### src/rtl/multicycle_ctrl.sv
// -----------------------------------------------------------------------------
// multicycle_ctrl
//
// Purpose:
//   Main control FSM for the multi-cycle CPU datapath. It decodes the opcode
//   held in the instruction register and sequences each instruction through
//   FETCH / DECODE / EXECUTE / MEMORY / WRITEBACK, taking 3 to 5 cycles plus
//   memory wait states. It drives the datapath enables, the mux selects and
//   ALUOp for the downstream ALU_Ctrl.
//
// Ports:
//   clk_i          rising-edge clock
//   rst_i          asynchronous, active-low reset (forces BOOT)
//   op_i[5:0]      opcode from the instruction register (IR[31:26])
//   mem_ready_i    unified memory completes the current access this cycle
//   PCWrite_o      unconditional PC write enable
//   PCWriteCond_o  PC write enable qualified by ALU zero (beq)
//   IorD_o         memory address select: 0=PC, 1=ALUOut
//   MemRead_o      memory read request
//   MemWrite_o     memory write request
//   IRWrite_o      instruction register load
//   MemtoReg_o     write-back select: 0=ALUOut, 1=MDR
//   RegDst_o       destination register: 0=rt, 1=rd
//   RegWrite_o     register file write enable
//   ALUSrcA_o      0=PC, 1=rs
//   ALUSrcB_o[1:0] 00=rt, 01=4, 10=sign-ext imm, 11=sign-ext imm<<2
//   ALUOp_o[2:0]   0=add, 1=sub, 2=R-format, 3=slti
//   PCSource_o[1:0] 00=ALU result, 01=ALUOut, 10=jump target
//   illegal_o      one-cycle pulse: unsupported opcode seen in DECODE
//   instr_done_o   one-cycle pulse: instruction retires this cycle
//   state_o[3:0]   current state encoding (debug)
// -----------------------------------------------------------------------------
module multicycle_ctrl #(
    parameter logic [5:0] OP_RTYPE = 6'b000000,
    parameter logic [5:0] OP_ADDI  = 6'b001000,
    parameter logic [5:0] OP_SLTI  = 6'b001010,
    parameter logic [5:0] OP_BEQ   = 6'b000100,
    parameter logic [5:0] OP_LW    = 6'b100011,
    parameter logic [5:0] OP_SW    = 6'b101011,
    parameter logic [5:0] OP_J     = 6'b000010
) (
    input  logic       clk_i,
    input  logic       rst_i,
    input  logic [5:0] op_i,
    input  logic       mem_ready_i,
    output logic       PCWrite_o,
    output logic       PCWriteCond_o,
    output logic       IorD_o,
    output logic       MemRead_o,
    output logic       MemWrite_o,
    output logic       IRWrite_o,
    output logic       MemtoReg_o,
    output logic       RegDst_o,
    output logic       RegWrite_o,
    output logic       ALUSrcA_o,
    output logic [1:0] ALUSrcB_o,
    output logic [2:0] ALUOp_o,
    output logic [1:0] PCSource_o,
    output logic       illegal_o,
    output logic       instr_done_o,
    output logic [3:0] state_o
);

    typedef enum logic [3:0] {
        S_BOOT     = 4'd0,
        S_FETCH    = 4'd1,
        S_DECODE   = 4'd2,
        S_MEM_ADDR = 4'd3,
        S_MEM_RD   = 4'd4,
        S_MEM_WB   = 4'd5,
        S_MEM_WR   = 4'd6,
        S_R_EXE    = 4'd7,
        S_R_WB     = 4'd8,
        S_I_EXE    = 4'd9,
        S_I_WB     = 4'd10,
        S_BRANCH   = 4'd11,
        S_JUMP     = 4'd12
    } state_e;

    localparam logic [2:0] ALU_ADD  = 3'd0;
    localparam logic [2:0] ALU_SUB  = 3'd1;
    localparam logic [2:0] ALU_RFMT = 3'd2;
    localparam logic [2:0] ALU_SLTI = 3'd3;

    state_e state_q;
    state_e state_d;

    logic op_legal;

    always_comb begin
        op_legal = (op_i == OP_RTYPE) || (op_i == OP_ADDI) || (op_i == OP_SLTI) ||
                   (op_i == OP_BEQ)   || (op_i == OP_LW)   || (op_i == OP_SW)   ||
                   (op_i == OP_J);
    end

    // Next-state logic
    always_comb begin
        state_d = state_q;
        case (state_q)
            S_BOOT:   state_d = S_FETCH;
            S_FETCH:  if (mem_ready_i) state_d = S_DECODE;
            S_DECODE: begin
                if ((op_i == OP_LW) || (op_i == OP_SW)) begin
                    state_d = S_MEM_ADDR;
                end else if (op_i == OP_RTYPE) begin
                    state_d = S_R_EXE;
                end else if ((op_i == OP_ADDI) || (op_i == OP_SLTI)) begin
                    state_d = S_I_EXE;
                end else if (op_i == OP_BEQ) begin
                    state_d = S_BRANCH;
                end else if (op_i == OP_J) begin
                    state_d = S_JUMP;
                end else begin
                    state_d = S_FETCH;
                end
            end
            // IR is frozen outside FETCH, so op_i still selects lw vs sw here.
            S_MEM_ADDR: begin
                if (op_i == OP_LW) begin
                    state_d = S_MEM_RD;
                end else if (op_i == OP_SW) begin
                    state_d = S_MEM_WR;
                end else begin
                    state_d = S_FETCH;
                end
            end
            S_MEM_RD: if (mem_ready_i) state_d = S_MEM_WB;
            S_MEM_WB: state_d = S_FETCH;
            S_MEM_WR: if (mem_ready_i) state_d = S_FETCH;
            S_R_EXE:  state_d = S_R_WB;
            S_R_WB:   state_d = S_FETCH;
            S_I_EXE:  state_d = S_I_WB;
            S_I_WB:   state_d = S_FETCH;
            S_BRANCH: state_d = S_FETCH;
            S_JUMP:   state_d = S_FETCH;
            default:  state_d = S_FETCH;
        endcase
    end

    always_ff @(posedge clk_i or negedge rst_i) begin
        if (!rst_i) begin
            state_q <= S_BOOT;
        end else begin
            state_q <= state_d;
        end
    end

    // Output decode. Everything follows the state register; only the FETCH
    // write enables and the MEM_WR retire pulse look at mem_ready_i, and the
    // DECODE/I-type outputs look at the (stable) opcode.
    always_comb begin
        PCWrite_o     = 1'b0;
        PCWriteCond_o = 1'b0;
        IorD_o        = 1'b0;
        MemRead_o     = 1'b0;
        MemWrite_o    = 1'b0;
        IRWrite_o     = 1'b0;
        MemtoReg_o    = 1'b0;
        RegDst_o      = 1'b0;
        RegWrite_o    = 1'b0;
        ALUSrcA_o     = 1'b0;
        ALUSrcB_o     = 2'b00;
        ALUOp_o       = ALU_ADD;
        PCSource_o    = 2'b00;
        illegal_o     = 1'b0;
        instr_done_o  = 1'b0;
        state_o       = state_q;

        case (state_q)
            S_FETCH: begin
                MemRead_o = 1'b1;
                ALUSrcB_o = 2'b01;
                // PC+4 and IR load only commit once the fetch really returns.
                PCWrite_o = mem_ready_i;
                IRWrite_o = mem_ready_i;
            end
            S_DECODE: begin
                ALUSrcB_o    = 2'b11;
                illegal_o    = ~op_legal;
                instr_done_o = ~op_legal;
            end
            S_MEM_ADDR: begin
                ALUSrcA_o = 1'b1;
                ALUSrcB_o = 2'b10;
            end
            S_MEM_RD: begin
                MemRead_o = 1'b1;
                IorD_o    = 1'b1;
            end
            S_MEM_WB: begin
                RegWrite_o   = 1'b1;
                MemtoReg_o   = 1'b1;
                instr_done_o = 1'b1;
            end
            S_MEM_WR: begin
                MemWrite_o   = 1'b1;
                IorD_o       = 1'b1;
                instr_done_o = mem_ready_i;
            end
            S_R_EXE: begin
                ALUSrcA_o = 1'b1;
                ALUOp_o   = ALU_RFMT;
            end
            S_R_WB: begin
                RegWrite_o   = 1'b1;
                RegDst_o     = 1'b1;
                instr_done_o = 1'b1;
            end
            S_I_EXE: begin
                ALUSrcA_o = 1'b1;
                ALUSrcB_o = 2'b10;
                ALUOp_o   = (op_i == OP_SLTI) ? ALU_SLTI : ALU_ADD;
            end
            S_I_WB: begin
                RegWrite_o   = 1'b1;
                // Keep the I_EXE ALUOp so ALUOut-feeding logic stays consistent.
                ALUOp_o      = (op_i == OP_SLTI) ? ALU_SLTI : ALU_ADD;
                instr_done_o = 1'b1;
            end
            S_BRANCH: begin
                ALUSrcA_o     = 1'b1;
                ALUOp_o       = ALU_SUB;
                PCWriteCond_o = 1'b1;
                PCSource_o    = 2'b01;
                instr_done_o  = 1'b1;
            end
            S_JUMP: begin
                PCWrite_o    = 1'b1;
                PCSource_o   = 2'b10;
                instr_done_o = 1'b1;
            end
            default: begin
                // BOOT and unused codes drive everything inactive.
            end
        endcase
    end

endmodule

### config.mk
export PLATFORM = sky130hd
export DESIGN_NAME = multicycle_ctrl
export DESIGN_NICKNAME = d
export VERILOG_FILES = /design/src/rtl/multicycle_ctrl.sv
export SDC_FILE = /design/constraint.sdc
export NUM_CORES = 1
export LEC_CHECK = 0
export CORE_MARGIN = 5
export CORE_UTILIZATION = 30
export CTS_BUF_LIST = sky130_fd_sc_hd__clkbuf_4 sky130_fd_sc_hd__clkbuf_8
export DETAILED_ROUTE_END_ITERATION = 7
export GPL_ROUTABILITY_DRIVEN = 0
export SYNTH_ARGS = -nofsm -noshare
export SYNTH_HDL_FRONTEND = slang
export SYNTH_SLANG_ARGS = --single-unit
export TNS_END_PERCENT = 5
### constraint.sdc
create_clock -name clk_i -period 2.2 [get_ports clk_i]
set_input_delay 0.44 -clock clk_i [delete_from_list [all_inputs] [get_ports clk_i]]
set_output_delay 0.44 -clock clk_i [all_outputs]
set_load 0.05 [all_outputs]
==> impl_metrics.yaml <==
placement:
  place_ws_ns: -0.316
  numPortBuffers: 30
  dp_hpwl_mm: 1.62
clock_tree:
  clock_sinks: 4
  root_buffer: "clkbuf_4"
  path_clk_slew_ns: 0.06
  clock_path_buffers: 2
  insertion_delay_ns: 0.26
  numCtsBuffers: 3
  htree_levels: 1
  cts_tree: "yes"
die:
  num_io_pins: 32
  core_mm2: 0.00192
  die_width_um: 54.2
  initial_core_util_pct: 30.5
  die_area_mm2: 0.00294
  die_h_um: 54.2
  fp-row-count: 16
drt:
  drt_iter0_drc: 20
  drc_errors: 0
  via_per_inst: 5.17
  vias: 868
  avgRoutedWirePerCell_um: 13.0
  postRouteAntennaNets: 0
  wl_mm: 2.19
  drt-pass1-iter-count: 7
final_layout:
  nets: 151
  syn_to_final_growth_pct: 126
  n_antenna_cell: 0
  fillers: 165
  drive_gt1_share_pct: 51.1
  final_util_pct: 69.1
  largest_reg_flops: 4
critical_path:
  crit_chain: "and2b_2 > nand2b_4 > nor4b_4 > or4_4 > buf_8"
  cp.arrival_ns: 1.76
  regToRegSetupSlack_ns: 0.80
  rr_worst_depth: 3
  worst-path-buf-inv: 1
  critPathKind: "flop to output pin"
  worstSetupEndpointType: "output pin"
  rr_endpoint: "state_o[3]$_DFFE_PN0P_"
  worstSetupStartpointType: "flop"
  crit_family: "simple AND/OR/NAND/NOR gates"
  worstPathRequired_ns: 1.76
  cpPeakStageDelay_ns: 0.54
  reg2reg_from: "state_o[0]$_DFFE_PN0P_"
  crit_path_max_fanout: 5
  crit_slowest_cell: "or4_4"
sta:
  drv_slew: 0
  fin_ws_ns: -0.000966
  tns_ns: -0.000966
  hold_viol: 0
  period_minus_slack_ns: 2.20
  finalSetupViolations: 1
  period_share_pct: 100
  skew_ns: 0.0167
  tightest_slew_ns: 0.506
  fmax_mhz: 454
  rsz0062_at_grt: "true"
  slew_headroom_pct: 66.2
synth:
  async_flop_share_pct: 100
  avgSynthCellArea_um2: 6.59
  synth_edf_count: 0
  yosysWarnings: 0
  syn_inst: 89
  synth_flop_cell: "dfrtp_1"
  synth.distinct_cells: 35
  ys_seq_elements: 4
  synth_area_um2: 587
  synth_fp_nets: 98
  yosysSeqAreaShare_pct: 17.1
global_route:
  grtUsageTotal_pct: 15.1
  grt_pass1_vias: 751
  grt_first_pass_wirelength_mm: 3.29
  antenna_found_initial: 0
  grt-ovfl-total: 0
  grt_max_degree: 15
power_and_ir_drop:
  seqPwrFrac_pct: 13.5
  max-vdd-ir-drop_mv: 0.321
  p_int_uw: 367
  power_leakage_uw: 0.000600
  total_power_uw: 663
  power_frac_clock_pct: 19.0
  combPwrFrac_pct: 67.5
  p_sw_uw: 297
  powerDensity_mw_per_mm2: 499
  swShare_pct: 44.7
outcome:
  status: "complete, but fails checks"
  violations: "negative setup slack"
min_path:
  holdCritPathClass: "input pin to asynchronous set/reset pin"
job:
  max-cap-violations: 0
## power by group through the flow
stage          Combinational (uW)  Sequential [uW]  Clock (uW)
2_1_floorplan                 215              111           0
3_3_place_gp                  425             92.2           0
3_5_place_dp                  426             92.4           0
4_1_cts                       429             91.4         120
5_1_grt                       471             91.0         132
6_report                      448             89.4         126
## synthesized netlist by cell type (all sizes together) (2+ instances only)
| library cell | number | area [um^2] |
|---|---|---|
| nand2 | 3 | 11.3 |
| dfrtp | 4 | 100 |
| nor4b | 3 | 32.5 |
| a211oi | 2 | 15.0 |
| a31oi | 3 | 18.8 |
| buf | 4 | 23.8 |
| a21oi | 6 | 30.0 |
| o21ai | 5 | 25.0 |
| nand3 | 6 | 30.0 |
| nor3 | 9 | 45.0 |
| and2b | 2 | 15.0 |
| inv | 3 | 11.3 |
| nand2b | 7 | 43.8 |
| clkbuf | 4 | 15.0 |
| nor2 | 12 | 45.0 |
## final cells by class
class | count | area (um^2) | area share [%]
tap | 27 | 33.8 | 2.54
clock buffer | 4 | 30.0 | 2.26
inverter | 3 | 11.3 | 0.847
sequential | 4 | 105 | 7.91
multi-input combinational | 74 | 502 | 37.8
timing repair buffer | 56 | 647 | 48.7
## placed cells by master (no fill, tap or decap), drive strengths merged, types with 2 or more instances in the layout
cell type,count
a211oi,2
a21oi,6
a31oi,3
and2b,2
buf,51
clkbuf,5
clkdlybuf4s50,3
dfrtp,4
inv,3
nand2,3
nand2b,7
nand3,6
nor2,12
nor3,9
nor4b,3
o21ai,5
## per-layer routing
| metal | part of all wire, % | track usage, % |
|---|---|---|
| met5 | 0 | 0 |
| met4 | 0.27 | 4.98 |
| met3 | 6.2 | 0.817 |
| met2 | 55 | 27.1 |
| met1 | 38 | 19.1 |
## repair_timing
item	CTS	global route
hold buffers	0	0
pin swaps	1	4
setup endpoints to repair	4	5
buffers inserted	1	5
gates resized for setup	16	21
## worst max path at each step
stage,startpoint,endpoint,slack [ns],depth (start not counted)
final,state_o[0]$_DFFE_PN0P_,instr_done_o,-0.001,5
after detailed placement,op_i[1],instr_done_o,-0.32,6
after floorplan,state_o[3]$_DFFE_PN0P_,PCSource_o[0],-0.38,2
after CTS,op_i[0],instr_done_o,0.003,6
after global routing,state_o[0]$_DFFE_PN0P_,instr_done_o,-0.04,5
after global placement,op_i[0],ALUOp_o[0],-0.32,6
## cell families after synthesis
logic type / Yosys count / synth area share, %
buffers and inverters: 11 / 8.53
DFF: 4 / 17.1
other: 1 / 0.639
xor gates and xnor gates: 1 / 1.49
and+or+nand+nor: 49 / 46.9
AOI/OAI and AO/OA: 23 / 25.4
## worst register-to-register path: cells and delay by family, from the launching register on
family / cells / cell delay [ns]
compound gates: 1 / 0.45
flops: 1 / 0.42
simple gates: 2 / 0.36
## through the flow
stage          cell area [um^2]  hold WS (ns)  std cells
6_report                   1330         0.373        168
5_1_grt                    1330         0.388        168
4_1_cts                    1290         0.389        163
3_5_place_dp               1230         0.653        158
3_3_place_gp               1230         0.643        158
2_1_floorplan               626         0.144         89
No activity file was read; power rests on OpenSTA's default activity.
